==> src/rtl/ibex_multdiv_issue_pkg.sv <==
// Shared types for the multdiv issue wrapper: operator and FSM encodings,
// the latched request record and the intermediate-value slice width.
package ibex_multdiv_issue_pkg;

    localparam int unsigned IMD_W = 34;

    typedef enum logic [1:0] {
        MD_OP_MULL = 2'd0,
        MD_OP_MULH = 2'd1,
        MD_OP_DIV  = 2'd2,
        MD_OP_REM  = 2'd3
    } md_op_e;

    typedef enum logic [1:0] {
        MD_IDLE = 2'd0,
        MD_BUSY = 2'd1,
        MD_RESP = 2'd2
    } md_state_e;

    typedef struct packed {
        md_op_e      op;
        logic [1:0]  signed_mode;
        logic [31:0] op_a;
        logic [31:0] op_b;
    } md_req_t;

    function automatic logic is_mult(input md_op_e op);
        return (op == MD_OP_MULL) || (op == MD_OP_MULH);
    endfunction

endpackage

==> src/rtl/ibex_multdiv_issue_imd_regs.sv <==
// Two independent intermediate-value registers for the multdiv unit, each
// with its own write enable so the unit can update either half alone.
module ibex_multdiv_imd_regs
    import ibex_multdiv_issue_pkg::*;
(
    input  logic               clk_i,
    input  logic               rst_ni,
    input  logic [2*IMD_W-1:0] imd_d,
    input  logic [1:0]         imd_we,
    output logic [2*IMD_W-1:0] imd_q
);

    for (genvar i = 0; i < 2; i++) begin : g_slice
        logic [IMD_W-1:0] slice_q;

        always_ff @(posedge clk_i or negedge rst_ni) begin
            if (!rst_ni) begin
                slice_q <= '0;
            end else if (imd_we[i]) begin
                slice_q <= imd_d[i*IMD_W +: IMD_W];
            end
        end

        assign imd_q[i*IMD_W +: IMD_W] = slice_q;
    end

endmodule

==> src/rtl/ibex_multdiv_issue.sv <==
// Issue wrapper around the ibex multdiv unit: latches one request, drives the
// unit until it completes, then holds the result for writeback.
// Optional busy-cycle counter enabled by defining IBEX_MULTDIV_PERF_CNT_EN.
module ibex_multdiv_issue
    import ibex_multdiv_issue_pkg::*;
#(
    parameter bit DataIndTiming = 1'b0
) (
    input  logic        clk_i,
    input  logic        rst_ni,

    input  logic        req_valid_i,
    output logic        req_ready_o,
    input  logic [1:0]  req_operator_i,
    input  logic [1:0]  req_signed_mode_i,
    input  logic [31:0] req_op_a_i,
    input  logic [31:0] req_op_b_i,

    output logic        mult_en_o,
    output logic        div_en_o,
    output logic        mult_sel_o,
    output logic        div_sel_o,
    output logic [1:0]  operator_o,
    output logic [1:0]  signed_mode_o,
    output logic [31:0] op_a_o,
    output logic [31:0] op_b_o,
    output logic        data_ind_timing_o,
    output logic [67:0] imd_val_q_o,
    input  logic [67:0] imd_val_d_i,
    input  logic [1:0]  imd_val_we_i,
    output logic        multdiv_ready_id_o,
    input  logic [31:0] multdiv_result_i,
    input  logic        valid_i,

    output logic        rsp_valid_o,
    input  logic        rsp_ready_i,
    output logic [31:0] rsp_result_o,
    input  logic        flush_i
`ifdef IBEX_MULTDIV_PERF_CNT_EN
    ,
    output logic [31:0] busy_cycles_o
`endif
);

    md_state_e   state_q, state_d;
    md_req_t     req_q;
    logic [31:0] result_q;
    logic        discard_q;
    logic        busy, accept, done;
    logic        mult_en, div_en;

    assign busy   = (state_q == MD_BUSY);
    assign accept = (state_q == MD_IDLE) && req_valid_i;
    assign done   = busy && valid_i;

    always_ff @(posedge clk_i or negedge rst_ni) begin
        if (!rst_ni) begin
            state_q <= MD_IDLE;
        end else begin
            state_q <= state_d;
        end
    end

    // Flush while busy only marks the result for discard; the unit is left
    // running so it winds back to its own idle state.
    always_ff @(posedge clk_i or negedge rst_ni) begin
        if (!rst_ni) begin
            req_q     <= '0;
            result_q  <= '0;
            discard_q <= 1'b0;
        end else begin
            if (accept) begin
                req_q     <= '{op:          md_op_e'(req_operator_i),
                               signed_mode: req_signed_mode_i,
                               op_a:        req_op_a_i,
                               op_b:        req_op_b_i};
                discard_q <= 1'b0;
            end else if (busy && flush_i) begin
                discard_q <= 1'b1;
            end
            if (done) begin
                result_q <= multdiv_result_i;
            end
        end
    end

    always_comb begin
        state_d            = state_q;
        req_ready_o        = 1'b0;
        rsp_valid_o        = 1'b0;
        mult_en            = 1'b0;
        div_en             = 1'b0;
        multdiv_ready_id_o = 1'b0;
        unique case (state_q)
            MD_IDLE: begin
                req_ready_o = 1'b1;
                if (req_valid_i) state_d = MD_BUSY;
            end
            MD_BUSY: begin
                multdiv_ready_id_o = 1'b1;
                mult_en            = is_mult(req_q.op);
                div_en             = !is_mult(req_q.op);
                if (valid_i) state_d = (discard_q || flush_i) ? MD_IDLE : MD_RESP;
            end
            MD_RESP: begin
                // A handshake in the same cycle as a flush still completes.
                rsp_valid_o = !flush_i || rsp_ready_i;
                if (rsp_ready_i || flush_i) state_d = MD_IDLE;
            end
            default: state_d = MD_IDLE;
        endcase
    end

    assign mult_en_o         = mult_en;
    assign div_en_o          = div_en;
    assign mult_sel_o        = mult_en;
    assign div_sel_o         = div_en;
    assign operator_o        = req_q.op;
    assign signed_mode_o     = req_q.signed_mode;
    assign op_a_o            = req_q.op_a;
    assign op_b_o            = req_q.op_b;
    assign data_ind_timing_o = DataIndTiming;
    assign rsp_result_o      = rsp_valid_o ? result_q : 32'd0;

    ibex_multdiv_imd_regs u_imd_regs (
        .clk_i  (clk_i),
        .rst_ni (rst_ni),
        .imd_d  (imd_val_d_i),
        .imd_we (imd_val_we_i),
        .imd_q  (imd_val_q_o)
    );

`ifdef IBEX_MULTDIV_PERF_CNT_EN
    logic [31:0] busy_cnt_q;

    always_ff @(posedge clk_i or negedge rst_ni) begin
        if (!rst_ni) begin
            busy_cnt_q <= '0;
        end else if (busy && (busy_cnt_q != 32'hFFFF_FFFF)) begin
            busy_cnt_q <= busy_cnt_q + 32'd1;
        end
    end

    assign busy_cycles_o = busy_cnt_q;
`endif

endmodule
==> config.mk <==
export PLATFORM = sky130hd
export DESIGN_NAME = ibex_multdiv_issue
export DESIGN_NICKNAME = d
export VERILOG_FILES = /design/src/rtl/ibex_multdiv_issue_pkg.sv /design/src/rtl/ibex_multdiv_issue_imd_regs.sv /design/src/rtl/ibex_multdiv_issue.sv
export SDC_FILE = /design/constraint.sdc
export NUM_CORES = 1
export LEC_CHECK = 0
export BUFFER_PORTS_ARGS = -buffer_cell sky130_fd_sc_hd__buf_4
export CAP_MARGIN = 10
export CORE_AREA = 2 2 136 138
export CTS_BUF_LIST = sky130_fd_sc_hd__clkbuf_8
export DETAILED_ROUTE_END_ITERATION = 6
export DIE_AREA = 0 0 138 140
export GPL_TIMING_DRIVEN = 0
export PLACE_DENSITY = 0.77
export SYNTH_ARGS = -nofsm -noshare
export SYNTH_HDL_FRONTEND = slang
export SYNTH_SLANG_ARGS = --single-unit
==> constraint.sdc <==
create_clock -name clk_i -period 1.55 [get_ports clk_i]
set_input_delay 0.0775 -clock clk_i [delete_from_list [all_inputs] [get_ports clk_i]]
set_output_delay 0.0775 -clock clk_i [all_outputs]
set_load 0.03 [all_outputs]
==> out/metrics.cfg, run 1 <==
[hold_path]
hold_class=primary input to register
holdPathStages=2

[yosys]
syn_area_per_cell_um2=16.5
ys_types=22
yosysWarnings=0
synthesis.area_mm2=0.00687
synth_cells=416
synth-seq-cells=171
syn_nets=592
seq_area_frac_synth_pct=62.3

[timing]
tightestPinTransition_ns=0.603
slew_viol_final=0
hold-worst-slack_ns=0.110
setup_viol=132
relSlewSlack_pct=59.8
layout_min_cycle_time_ns=1.80
hold_viol_final=0
rsz0062_at_grt=true
skew_ns=0.0117
fin_tns_setup_ns=-12.74
setup_ws_ns=-0.249
period_share_pct=116
fmax_ghz=0.556

[pwr]
powerDensity_mw_per_mm2=1170
p_leak_nw=6.29
vdd_drop_max_v=0.000779

[cts]
cts_tree=done
cts_root_buf=clkbuf_8
clockBufferDepth=2
cts_made_buffers=17
clk-insertion-delay-late_ns=0.44
clkSinkCount=171
clkTransAtPathRegs_ns=0.09
htreeDepth=4

[job]
drv_cap=0

[global_route]
track_usage_pct=22.6
antenna_found_initial=0
grt_pass1_wl_um=34300
grt_pass1_vias=6206
grt_overflow=0
grt_start_max_net_pins=96

[place]
dp_hpwl_um=13200
io_buffers=348
place_congestion=0.747
place_inst=994
dpl_cell_area_mm2=0.00980

[cells_and_area]
final_cells=1229
diodes=0
stdcell_area_mm2=0.0129
nets=1165
areaGrowthSynthToFinish_pct=88.2
drive_gt1_share_pct=64.0

[worst_setup_path]
critPathMostFrequentCell=buf_6
r2r_slack_ns=-0.12
crit_type=register to output port
worstSetupEndpointType=output port
startpoint_type=register
slowest_delay_ns=0.45
reg2regPathDepth=7
crit_chain=nor3b_4 -> buf_6 -> buf_6 -> and2_1 -> buf_6
crit_arrival_ns=1.72
cpMaxStageDelayCell=dfrtp_2
cp_max_fo=7
cp.required_ns=1.47

[floorplanning]
die_h_um=140
ios=352
core_area_mm2=0.0178
initial_utilization_pct=38.6
die_area_mm2=0.0193
row_count=49
die_w_um=138

[routing]
vias=5753
drtPass1Iterations=4
drcViolationCount=0
wirelength_um=23800
routed_via_density=4.68
drtAntennaViolNets=0
drt-initial-drc-count=145
wl_per_cell_um=19.4

[outcome]
violations=negative setup slack
status=finished, violations left

## worst paths after layout
kind	to	start
min in group asynchronous	u_imd_regs.g_slice[1].slice_q[20]	rst_ni
setup / recovery	rsp_result_o[23]	state_q[0]
hold / removal	u_imd_regs.g_slice[0].slice_q[1]	imd_val_we_i[0]
setup reg to reg	op_a_o[30]	state_q[1]
max in group asynchronous	u_imd_regs.g_slice[1].slice_q[24]	rst_ni
hold reg to reg	u_imd_regs.g_slice[1].slice_q[28]	u_imd_regs.g_slice[1].slice_q[28]
## cells in the mapped netlist (all sizes together)
cell    instances  area share (%)
nand2           1            0.16
conb            1           0.055
mux2          168              30
and2b           1            0.15
a21oi           2            0.15
inv             2            0.11
clkbuf          4            0.22
nor2            4            0.33
and2           33             3.0
nand2b          2            0.29
nor2b           2            0.18
dfrtp         171              62
nor3b           2            0.29
buf            21             2.2
a31oi           1           0.091
mux2i           1            0.15
## area by class of cell
class / instances / area, um^2
fill: 1047 / 4860
tap: 229 / 287
sequential: 171 / 4280
timing repair buffer: 555 / 5000
clock buffer: 17 / 234
clock inverter: 13 / 144
multi-input combinational: 218 / 2690
buffer: 24 / 285
inverter: 2 / 7.51
## cells in the final DEF, fill, tap and decap left out, types with 3 or more instances in the layout
cell,synthesis,routed
mux2_4,50,95
buf_6,6,49
buf_16,0,3
clkinvlp_4,0,4
buf_8,0,10
clkbuf_16,0,6
and2_4,0,30
buf_4,4,322
inv_6,0,3
mux2_2,118,73
dlygate4sd3_1,0,173
and2_1,33,3
clkbuf_8,0,17
buf_12,0,8
buf_2,11,6
dfrtp_1,171,170
## power breakdown
group	internal, W	total, W	switching [W]
sequential	0.00539	0.00601	0.000614
clock	0.00143	0.00315	0.00172
combinational	0.00314	0.00599	0.00285
total	0.00996	0.0152	0.00519
## flip-flops by register name, summed over array words and instances (netlist names)
signal                      flops
discard_q                       1
op_b_o                         32
signed_mode_o                   2
state_q                         2
operator_o                      2
op_a_o                         32
result_q                       32
u_imd_regs.g_slice.slice_q     68
## stage by stage
stage               worst slack [ns]  util [%]  total power [W]
floorplan                     0.0994         -          0.00882
finish                        -0.249      72.7           0.0152
CTS                           -0.250      70.2           0.0146
detailed placement           -0.0868      55.1           0.0108
global route                  -0.331      72.7           0.0158
global placement              -0.647      54.9           0.0107
## worst max-delay path: cells and delay by family, from the launching register on
kind                   cells  cell delay [ns]
DFF                        1             0.45
buffers and inverters      3             0.47
and+or+nand+nor            2             0.37
## metal layers
layer | up-vias | global-route usage [%] | share of wire [%]
li1 | 2570 | - | -
met1 | 2893 | 25.3 | 36
met2 | 250 | 41.8 | 55
met3 | 40 | 6.50 | 6.3
met4 | 0 | 6.87 | 2.5
met5 | - | 0 | 0
## cells by family after synthesis
| kind of cell | after synthesis | share of synthesized area [%] |
|---|---|---|
| other | 1 | 0.0546 |
| buffers and inverters | 27 | 2.55 |
| flip-flops | 171 | 62.3 |
| AND/OR/NAND/NOR | 45 | 4.41 |
| AO/OA/AOI/OAI | 3 | 0.237 |
| multiplexers | 169 | 30.4 |
## what timing repair did
action,CTS,global route
gates resized for setup,108,66
gates cloned,6,6
pin swaps,27,4
hold buffers,173,0
endpoints found under the hold margin,247,0
setup buffers,14,9
setup endpoints to repair,65,137
Note: power is estimated with default switching activity, not from simulation.
==> run 2, diff against run 1 <==
- CORE_AREA: 2 2 136 138 -> 2 2 138 140
- DIE_AREA: 0 0 138 140 -> 0 0 140 142
- PLACE_DENSITY: 0.77 -> 0.75
- clock period: 1.55 -> 2.15 ns (I/O delays scaled with it)
==> run 2 against run 1 <==
Against the previous run: the flow finishes with violations (design-rule violations); die area increased by 2.9%; non-clock buffer count decreased by 32; clock-buffer cell count increased by 1; sequential share of layout area increased by 2.8 points; global-route usage decreased by 1.7 points; sequential cell count unchanged; cell count decreased by 2.0%; clock power decreased by 33%; critical path depth unchanged.
==> out/metrics.cfg, run 2 (same netlist as run 1, synthesis figures left out) <==
[worst_setup_path]
crit_arrival_ns=1.91
path_depth=5
critPathMostFrequentCell=buf_4
crit_type=register to output port
worstSetupEndpointType=output port
cp_top_family=buffers and inverters
path_buf_inv=3
cp.required_ns=2.04
slowest_delay_ns=0.37
cp_max_fo=10
startpoint_type=register
reg2regPathDepth=5
cpMaxStageDelayCell=dfrtp_1
crit_chain=buf_4 -> nor3b_4 -> clkbuf_2 -> and2_1 -> buf_4

[place]
io_buffers=348
place_congestion=0.757
dp_hpwl_um=13300
place_inst=999

[global_route]
track_usage_pct=20.9
grt_overflow=0
antenna_found_initial=0
grt_pass1_vias=6026
grt_pass1_wl_um=32400
grt_start_max_net_pins=98

[cells_and_area]
nets=1133
n_fill_cell=1298
areaGrowthSynthToFinish_pct=73.4
final_common_cell=buf_4
drive_gt1_share_pct=59.3
fin_util_pct=64.5
final_cells=1204
largest-register=u_imd_regs.g_slice.slice_q
largest_reg_flops=68
layout_common_cells=351 x buf_4, 173 x dlygate4sd3_1, 171 x dfrtp_1
diodes=0

[pwr]
vdd_drop_max_v=0.000628
switching_share_pct=34.9
p_clk_share_pct=20.7
pwr-share-comb_pct=37.3
p_int_w=0.00662
powerDensity_mw_per_mm2=853
seq_power_share_pct=42.0
p_leak_nw=5.77
netSwitchingPower_w=0.00355

[routing]
routed_via_density=4.56
wirelength_um=21000
vias=5496
drt-initial-drc-count=186
drcViolationCount=25
drtAntennaViolNets=0
drtPass1Iterations=7
wl_per_cell_um=17.4

[timing]
tightestPinTransition_ns=0.584
hold-worst-slack_ns=0.125
relSlewSlack_pct=61.1
setup_viol=0
slew_viol_final=0
hold_viol_final=0
fin_tns_setup_ns=0
layout_min_cycle_time_ns=2.02
period_share_pct=94.0
skew_ns=0.0110
fmax_ghz=0.495

[floorplanning]
row_count=50
initial_utilization_pct=37.2
die_h_um=142
ios=352
die_w_um=140
die_area_mm2=0.0199
core_area_mm2=0.0185

[cts]
clkSinkCount=171
cts_setup_buffers=0
cts_root_buf=clkbuf_8
cts_made_buffers=17
htreeDepth=4
clockBufferDepth=2
clkTransAtPathRegs_ns=0.09
cts_tree=done
clk-insertion-delay-late_ns=0.44

[outcome]
status=finished, violations left
violations=design-rule violations

[hold_path]
hold_class=primary input to register
holdPathStages=2

[job]
drv_cap=0

[run 2: cell types whose count changed in the layout (fill, tap and decap cells not counted), sizes merged]
| cell | change |
|---|---|
| buf | -28 |
| clkinv | -3 |
| bufinv | -2 |
| clkinvlp | +1 |
| clkbuf | -3 |
| inv | +5 |
[run 2: per-stage QoR]
stage | cell area, um^2 | worst slack [ns] | power, W
floorplan | 6870 | 0.505 | 0.00636
global placement | 9770 | -0.0637 | 0.00772
detailed placement | 9810 | 0.428 | 0.00780
CTS | 11900 | 0.0224 | 0.0102
global route | 11900 | -0.0213 | 0.0106
finish | 11900 | 0.129 | 0.0102
[run 2: cell type report]
cell class	count	area [um^2]	share of cell area, %
buffer	25	170	1.43
inverter	2	7.51	0.0630
clock inverter	14	114	0.956
clock buffer	18	248	2.08
sequential	171	4280	35.9
timing repair buffer	522	4380	36.8
multi-input combinational	218	2420	20.3
tap	234	293	2.46
[run 2: repair_timing]
item	in CTS	in global routing
hold buffers	173	0
gates resized for setup	2	1
setup endpoints to repair	20	29
hold endpoints to repair	245	0
[run 2: worst paths after layout]
path | startpoint | end | slack [ns]
worst max-delay path | state_q[0] | rsp_result_o[2] | 0.13
worst min-delay path | imd_val_we_i[1] | u_imd_regs.g_slice[1].slice_q[2] | 0.13
worst max register to register | state_q[0] | state_q[1] | 0.53
worst min register to register | result_q[23] | result_q[23] | 0.51
max in group asynchronous | rst_ni | u_imd_regs.g_slice[0].slice_q[21] | 1.07
min in group asynchronous | rst_ni | op_a_o[21] | 0.21
[run 2: routing by layer]
metal	track usage [%]	up-vias	part of all wire, %
met5	0	-	0
met3	6.19	35	6.7
met2	38.9	227	54
met1	23.0	2724	37
li1	-	2510	-
met4	6.65	0	2.2
[run 2: power groups by stage]
stage,Sequential [W],Combinational (W),Clock [W]
after floorplan,0.00523,0.00113,0
after global placement,0.00427,0.00344,0
after detailed placement,0.00430,0.00350,0
after CTS,0.00425,0.00377,0.00220
after global routing,0.00437,0.00395,0.00232
final,0.00427,0.00379,0.00211
